<file path="src/rtl/pipeline_skid_stage.sv">
// Elastic pipeline stage: valid/ready handshake with a 2-entry skid buffer,
// synchronous flush-to-bubble and a saturating stall counter.
module pipeline_skid_stage #(
  parameter int               WIDTH       = 32,
  parameter logic [WIDTH-1:0] FLUSH_VALUE = {WIDTH{1'b0}},
  parameter int               CNT_WIDTH   = 16
) (
  input  logic                 clk,
  input  logic                 rst,
  input  logic                 flush,
  input  logic                 in_valid,
  output logic                 in_ready,
  input  logic [WIDTH-1:0]     in_data,
  output logic                 out_valid,
  input  logic                 out_ready,
  output logic [WIDTH-1:0]     out_data,
  output logic [1:0]           occupancy,
  output logic [CNT_WIDTH-1:0] stall_count
);

  typedef enum logic [1:0] {
    ST_EMPTY = 2'd0,
    ST_BUSY  = 2'd1,
    ST_FULL  = 2'd2
  } state_e;

  state_e               state_q, state_d;
  logic [WIDTH-1:0]     main_q, main_d;
  logic [WIDTH-1:0]     skid_q, skid_d;
  logic [CNT_WIDTH-1:0] stall_cnt_q, stall_cnt_d;
  logic                 acc;
  logic                 take;

  // Handshake outputs decode from state only, so out_ready never reaches in_ready.
  assign in_ready    = (state_q != ST_FULL);
  assign out_valid   = (state_q != ST_EMPTY);
  assign out_data    = main_q;
  assign stall_count = stall_cnt_q;
  assign acc         = in_valid && in_ready;
  assign take        = out_valid && out_ready;

  always_comb begin
    occupancy = 2'd0;
    case (state_q)
      ST_BUSY: occupancy = 2'd1;
      ST_FULL: occupancy = 2'd2;
      default: occupancy = 2'd0;
    endcase
  end

  always_comb begin
    state_d = state_q;
    main_d  = main_q;
    skid_d  = skid_q;
    if (flush) begin
      state_d = ST_EMPTY;
      main_d  = FLUSH_VALUE;
      skid_d  = FLUSH_VALUE;
    end else begin
      case (state_q)
        ST_EMPTY: begin
          if (acc) begin
            main_d  = in_data;
            state_d = ST_BUSY;
          end
        end
        ST_BUSY: begin
          if (acc && take) begin
            main_d = in_data;
          end else if (acc) begin
            skid_d  = in_data;
            state_d = ST_FULL;
          end else if (take) begin
            // main keeps its last value while the stage is empty
            state_d = ST_EMPTY;
          end
        end
        ST_FULL: begin
          if (take) begin
            main_d  = skid_q;
            state_d = ST_BUSY;
          end
        end
        default: state_d = ST_EMPTY;
      endcase
    end
  end

  always_comb begin
    stall_cnt_d = stall_cnt_q;
    if (out_valid && !out_ready && (stall_cnt_q != {CNT_WIDTH{1'b1}})) begin
      stall_cnt_d = stall_cnt_q + 1'b1;
    end
  end

  always_ff @(posedge clk or posedge rst) begin
    if (rst) begin
      state_q     <= ST_EMPTY;
      main_q      <= FLUSH_VALUE;
      skid_q      <= FLUSH_VALUE;
      stall_cnt_q <= '0;
    end else begin
      state_q     <= state_d;
      main_q      <= main_d;
      skid_q      <= skid_d;
      stall_cnt_q <= stall_cnt_d;
    end
  end

endmodule
</file>
<file path="config.mk">
export PLATFORM = sky130hd
export DESIGN_NAME = pipeline_skid_stage
export DESIGN_NICKNAME = d
export VERILOG_FILES = /design/src/rtl/pipeline_skid_stage.sv
export SDC_FILE = /design/constraint.sdc
export NUM_CORES = 1
export LEC_CHECK = 0
export CORE_MARGIN = 4
export CORE_UTILIZATION = 44
export CTS_BUF_LIST = sky130_fd_sc_hd__clkbuf_8 sky130_fd_sc_hd__clkbuf_16
export CTS_CLUSTER_SIZE = 20
export DETAILED_ROUTE_END_ITERATION = 8
export PLACE_DENSITY = 0.85
export SETUP_SLACK_MARGIN = 0.5
export SYNTH_ARGS = -nofsm -noshare
export SYNTH_HDL_FRONTEND = slang
export SYNTH_SLANG_ARGS = --single-unit
export TNS_END_PERCENT = 1
</file>
<file path="constraint.sdc">
create_clock -name clk -period 2.5 [get_ports clk]
set_input_delay 0.375 -clock clk [delete_from_list [all_inputs] [get_ports clk]]
set_output_delay 0.375 -clock clk [all_outputs]
set_load 0.01 [all_outputs]
</file>
==> results of run 1 <==
area by class of cell:
type / instances / share of cell area, %
clock inverters: 5 / 0.978
multi-input cells: 197 / 30.5
well taps: 102 / 2.63
flip-flops and latches: 82 / 42.3
repair buffers: 100 / 20.4
inverters: 4 / 0.386
clock buffers: 10 / 2.83
registers in the layout, summed over array words and instances, names as in the netlist:
name         cells
out_data        32
skid_q          32
state_q          2
stall_count     16
path summary, 6_finish.rpt:
kind | end | cells after the start
worst max-delay path | out_valid | 2
worst min-delay path | state_q[1] | 2
worst max register to register | stall_count[1] | 5
worst min register to register | out_data[15] | 2
max in group asynchronous | out_data[27] | 3
min in group asynchronous | stall_count[12] | 2
metal layers:
metal	part of all wire, %	wire, um	vias up	GRT usage [%]
li1	-	-	1296	-
met1	42	3650	1393	22.5
met2	51	4410	92	32.1
met3	6.2	534	8	5.17
met4	0.83	72	0	4.10
met5	0	0	-	0
through the flow:
| step | setup WS (ns) | utilization [%] | total power, mW | hold WS, ns | instances |
|---|---|---|---|---|---|
| 2_1_floorplan | 0.925 | - | 1.77 | 0.442 | 304 |
| 4_1_cts | 0.477 | 61.5 | 3.02 | 0.391 | 499 |
| 3_5_place_dp | 0.261 | 58.9 | 2.10 | 0.466 | 482 |
| 5_1_grt | 0.523 | 61.6 | 3.13 | 0.417 | 500 |
| 3_3_place_gp | 0.332 | 58.9 | 2.07 | 0.460 | 482 |
| 6_report | 0.572 | 61.6 | 2.98 | 0.410 | 500 |
logic make-up (layout without fill, tap and decap cells):
kind of cell,count (synthesis),count (layout),synth area share [%]
XOR/XNOR,12,12,2.90
buffers and inverters,25,119,2.90
flip-flops,82,82,56.6
AO/OA/AOI/OAI,73,73,16.8
adder cells (fa/ha/maj),1,1,0.345
multiplexers,34,34,9.45
AND/OR/NAND/NOR,77,77,11.0
worst max-delay path: cells and delay by family (launching register included):
family,cells,cell delay (ns)
buffers and inverters,1,0.48
and+or+nand+nor,1,0.30
DFF,1,0.44
Yosys cell counts (all sizes together) (2+ instances only):
master    n
mux2      2
nand2    37
and3      2
clkbuf   12
nor4      2
dfrtp    82
xnor2     9
nor2b     3
inv       4
buf       9
nand3     7
or2       2
o31ai    32
xor2      3
nand4     6
mux2i    32
nor3      2
and4      2
a211oi    2
nand2b    2
a2bb2oi   2
nor2      8
a22o     32
where the power goes:
part | switching [mW] | internal [mW]
logic | 0.256 | 0.301
clock network | 0.443 | 0.473
registers | 0.0869 | 1.42
timing repair:
action,CTS,global route
endpoints found under the setup margin,2,3
setup buffers,2,1
gates resized for setup,1,2
==> flow_metrics.env, run 1 <==
export IMPL_status="completed"
export IMPL_cts_sinks=82
export IMPL_timing_fmax_mhz=519
export IMPL_vias_per_cell=5.58
export IMPL_worst_ep_arrival_time_ns=1.55
export IMPL_peakVddDrop_uv=322
export IMPL_hold_path_class="input port to register"
export IMPL_synth_cell_types=36
export IMPL_grt_max_degree=39
export IMPL_slew_viol_final=0
export IMPL_synthFlopType="dfrtp_1"
export IMPL_numCtsBuffers=9
export IMPL_core_um2=7890
export IMPL_syn_area_um2=3630
export IMPL_layout_common_cells="86 x clkdlybuf4s50_1, 80 x dfrtp_1, 37 x nand2_1"
export IMPL_power_leakage_nw=2.33
export IMPL_rrSetupSlack_ns=0.74
export IMPL_placement_rows=32
export IMPL_cts_tree="yes"
export IMPL_design_die_area_um2=9760
export IMPL_drtAntennaViolNets=0
export IMPL_setup_viol=0
export IMPL_place_area_um2=4650
export IMPL_fin_crit_sh_pct=77.1
export IMPL_clk_pin_slew_worst_paths_ns=0.08
export IMPL_cp_start_kind="register"
export IMPL_initial_core_util_pct=46.0
export IMPL_maxCapViolCount=0
export IMPL_final_nets=432
export IMPL_via_count=2789
export IMPL_wl_per_cell_um=17.3
export IMPL_final_seq_area_um2=2050
export IMPL_ctsLongestPathBuffers=2
export IMPL_die_w_um=98.8
export IMPL_ys_seq_elements=82
export IMPL_synthCells=304
export IMPL_final_common_cell="clkdlybuf4s50_1"
export IMPL_clock_skew_ns=0.00965
export IMPL_hold_buffers=0
export IMPL_fin_area_um2=4860
export IMPL_min_from="flush"
export IMPL_overflow=0
export IMPL_cpPeakStageDelay_ns=0.48
export IMPL_first_pass_iters=4
export IMPL_clkLatencyLatePin_ns=0.34
export IMPL_critPathMaxFanout=5
export IMPL_tightest_slew_ns=0.629
export IMPL_area_growth_pct=34.0
export IMPL_path_class="register to primary output"
export IMPL_syn_num_nets=342
export IMPL_r2r_start="stall_count[0]"
export IMPL_hold_viol_final=0
export IMPL_drive_gt1_share_pct=9.55
export IMPL_yosysWarnings=0
export IMPL_multi_input_area_um2=1480
export IMPL_gp_congestion=0.864
export IMPL_clockRootBuffer="clkbuf_8"
export IMPL_tns_ns=0
export IMPL_antenna_found_initial=0
export IMPL_grt_pass1_vias=2947
export IMPL_yosys_top_cells_area="dfrtp_1 57%, mux2i_1 8.8%, a22o_1 7.7%, o31ai_1 6.6%, nand2_1 3.8%"
export IMPL_drt_wl_total_um=8660
export IMPL_grtUsageTotal_pct=18.4
export IMPL_diodes=0
export IMPL_cts_htree_levels=3
export IMPL_syn_area_per_cell_um2=11.9
export IMPL_dp_hpwl_um=5740
export IMPL_die_h_um=98.8
export IMPL_power_density_nw_per_um2=614
export IMPL_critPathCaptureType="primary output"
export IMPL_io_buffer_count=88
export IMPL_synth_top_area_cell="dfrtp_1"
export IMPL_drc_errors=0
export IMPL_grt_first_pass_wirelength_um=14600
export IMPL_synth_top_area_share_pct=56.6
export IMPL_crit_chain="or2_2 > clkdlybuf4s50_1"
export IMPL_crit_slowest_cell="clkdlybuf4s50_1"
export IMPL_drt_iter0_markers=119
export IMPL_startpoint="state_q[1]"
export IMPL_cp_required_ns=2.12
export IMPL_boundaryPins=89
export IMPL_async_flop_share_pct=100
export IMPL_slew_headroom_pct=58.0
export IMPL_fillers=647
export IMPL_yosysSeqAreaShare_pct=56.6
export IMPL_grt_setup_unrepaired="no"
export IMPL_period_needed_ns=1.93
export IMPL_synth_edf_count=0
Power figures use the tool's default switching activity.
==> inputs of run 2 (changes only) <==
==> constraint.sdc (replaced) <==
create_clock -name clk -period 1.7 [get_ports clk]
set_input_delay 0.255 -clock clk [delete_from_list [all_inputs] [get_ports clk]]
set_output_delay 0.255 -clock clk [all_outputs]
set_load 0.01 [all_outputs]
==> flow_metrics.env, run 2 (synthesis results as in run 1) <==
export IMPL_status="completed"
export IMPL_io_buffer_count=88
export IMPL_fin_crit_sh_pct=90.7
export IMPL_hold_viol_final=0
export IMPL_final_seq_area_um2=2060
export IMPL_cp_start_kind="register"
export IMPL_grt_first_pass_wirelength_um=14900
export IMPL_fillers=614
export IMPL_timing_fmax_mhz=649
export IMPL_antenna_found_initial=0
export IMPL_initial_core_util_pct=46.0
export IMPL_placement_rows=32
export IMPL_critPathCaptureType="primary output"
export IMPL_drt_wl_total_um=9330
export IMPL_design_die_area_um2=9760
export IMPL_numCtsBuffers=9
export IMPL_clk_pin_slew_worst_paths_ns=0.08
export IMPL_hold_slack_ns=0.285
export IMPL_drive_gt1_share_pct=19.2
export IMPL_multi_input_area_um2=1560
export IMPL_overflow=0
export IMPL_holdPathStages=2
export IMPL_die_w_um=98.8
export IMPL_fin_area_um2=5250
export IMPL_clkLatencyLatePin_ns=0.34
export IMPL_period_needed_ns=1.54
export IMPL_cp_required_ns=1.44
export IMPL_grtUsageTotal_pct=18.8
export IMPL_slew_viol_final=0
export IMPL_cts_tree="yes"
export IMPL_first_pass_iters=4
export IMPL_via_count=2910
export IMPL_setup_viol=0
export IMPL_grt_pass1_vias=2958
export IMPL_grt_setup_unrepaired="yes"
export IMPL_slew_headroom_pct=71.4
export IMPL_maxCapViolCount=0
export IMPL_diodes=0
export IMPL_setup_slack_ns=0.158
export IMPL_hold_path_class="input port to register"
export IMPL_power_leakage_nw=2.58
export IMPL_drt_iter0_markers=94
export IMPL_cts_sinks=82
export IMPL_clock_skew_ns=0.0125
export IMPL_cts_htree_levels=3
export IMPL_tightest_slew_ns=0.429
export IMPL_area_growth_pct=44.7
export IMPL_drc_errors=0
export IMPL_clockRootBuffer="clkbuf_8"
export IMPL_vias_per_cell=5.55
export IMPL_power_density_nw_per_um2=908
export IMPL_r2r_cells=6
export IMPL_boundaryPins=89
export IMPL_place_ws_ns=-0.236
export IMPL_peakVddDrop_uv=466
export IMPL_wl_per_cell_um=17.8
export IMPL_layout_common_cells="77 x dfrtp_1, 68 x clkdlybuf4s50_1, 37 x nand2_1"
export IMPL_final_common_cell="dfrtp_1"
export IMPL_ctsLongestPathBuffers=2
export IMPL_power_total_mw=4.76
export IMPL_dp_hpwl_um=5730
export IMPL_die_h_um=98.8
export IMPL_final_nets=457
export IMPL_worst_ep_arrival_time_ns=1.29
export IMPL_critPathMaxFanout=3
export IMPL_drtAntennaViolNets=0
export IMPL_path_class="register to primary output"
export IMPL_core_um2=7890
export IMPL_grt_max_degree=83
export IMPL_gp_congestion=0.850
export IMPL_place_area_um2=4760
## run 2: changes by cell type in the layout (fill, tap and decap cells not counted), moves of 3 or more
cell / delta
dfrtp_2: +3
buf_4: +15
buf_12: +5
dlygate4sd2_1: +15
clkdlybuf4s50_1: -18
dfrtp_1: -3
buf_6: +4
## run 2: critical path, cell delays in order, from the launching register on
cell,delay [ns]
dfrtp_2,0.41
buf_6,0.13
or2_2,0.29
buf_6,0.12
## run 2: worst paths after layout
path                               from         endpoint  slack (ns)
setup / recovery             state_q[1]        out_valid        0.16
hold / removal                    flush       state_q[0]        0.29
setup reg to reg             state_q[1]       skid_q[23]        0.17
hold reg to reg            out_data[14]     out_data[14]        0.48
max in group asynchronous           rst       state_q[1]        0.98
min in group asynchronous           rst  stall_count[11]        0.38
## run 2: layout make-up
| class | instances | area share, % |
|---|---|---|
| Sequential cell | 82 | 39.2 |
| Multi-Input combinational cell | 197 | 29.7 |
| Clock buffer | 10 | 2.62 |
| Clock inverter | 4 | 1.31 |
| Tap cell | 102 | 2.43 |
| Inverter | 4 | 0.358 |
| Timing Repair Buffer | 125 | 24.3 |
## run 2: routing by layer
layer | share of wire, % | GRT usage [%] | vias to the layer above
met5 | 0 | 0 | -
met4 | 1.3 | 5.88 | 0
met3 | 4.2 | 2.69 | 13
met2 | 51 | 32.6 | 85
met1 | 43 | 24.4 | 1462
li1 | - | - | 1350
## run 2: power breakdown
group          switching (mW)  internal [mW]
logic                   0.478          0.579
clock network           0.656          0.845
registers               0.109           2.10
total                    1.24           3.52
## run 2: timing repair
item	4_1_cts	5_1_grt
setup buffers	15	4
endpoints found under the setup margin	133	134
pin swaps	1	4
gates resized for setup	29	20
cloned	0	2
hold buffers	0	0
## run 2: metrics by stage
stage          std cells  setup TNS [ns]  util (%)
2_1_floorplan        304               0         -
3_3_place_gp         489           -3.50      60.4
3_5_place_dp         489           -5.85      60.4
4_1_cts              518               0      64.4
5_1_grt              524               0      66.5
6_report             524               0      66.5
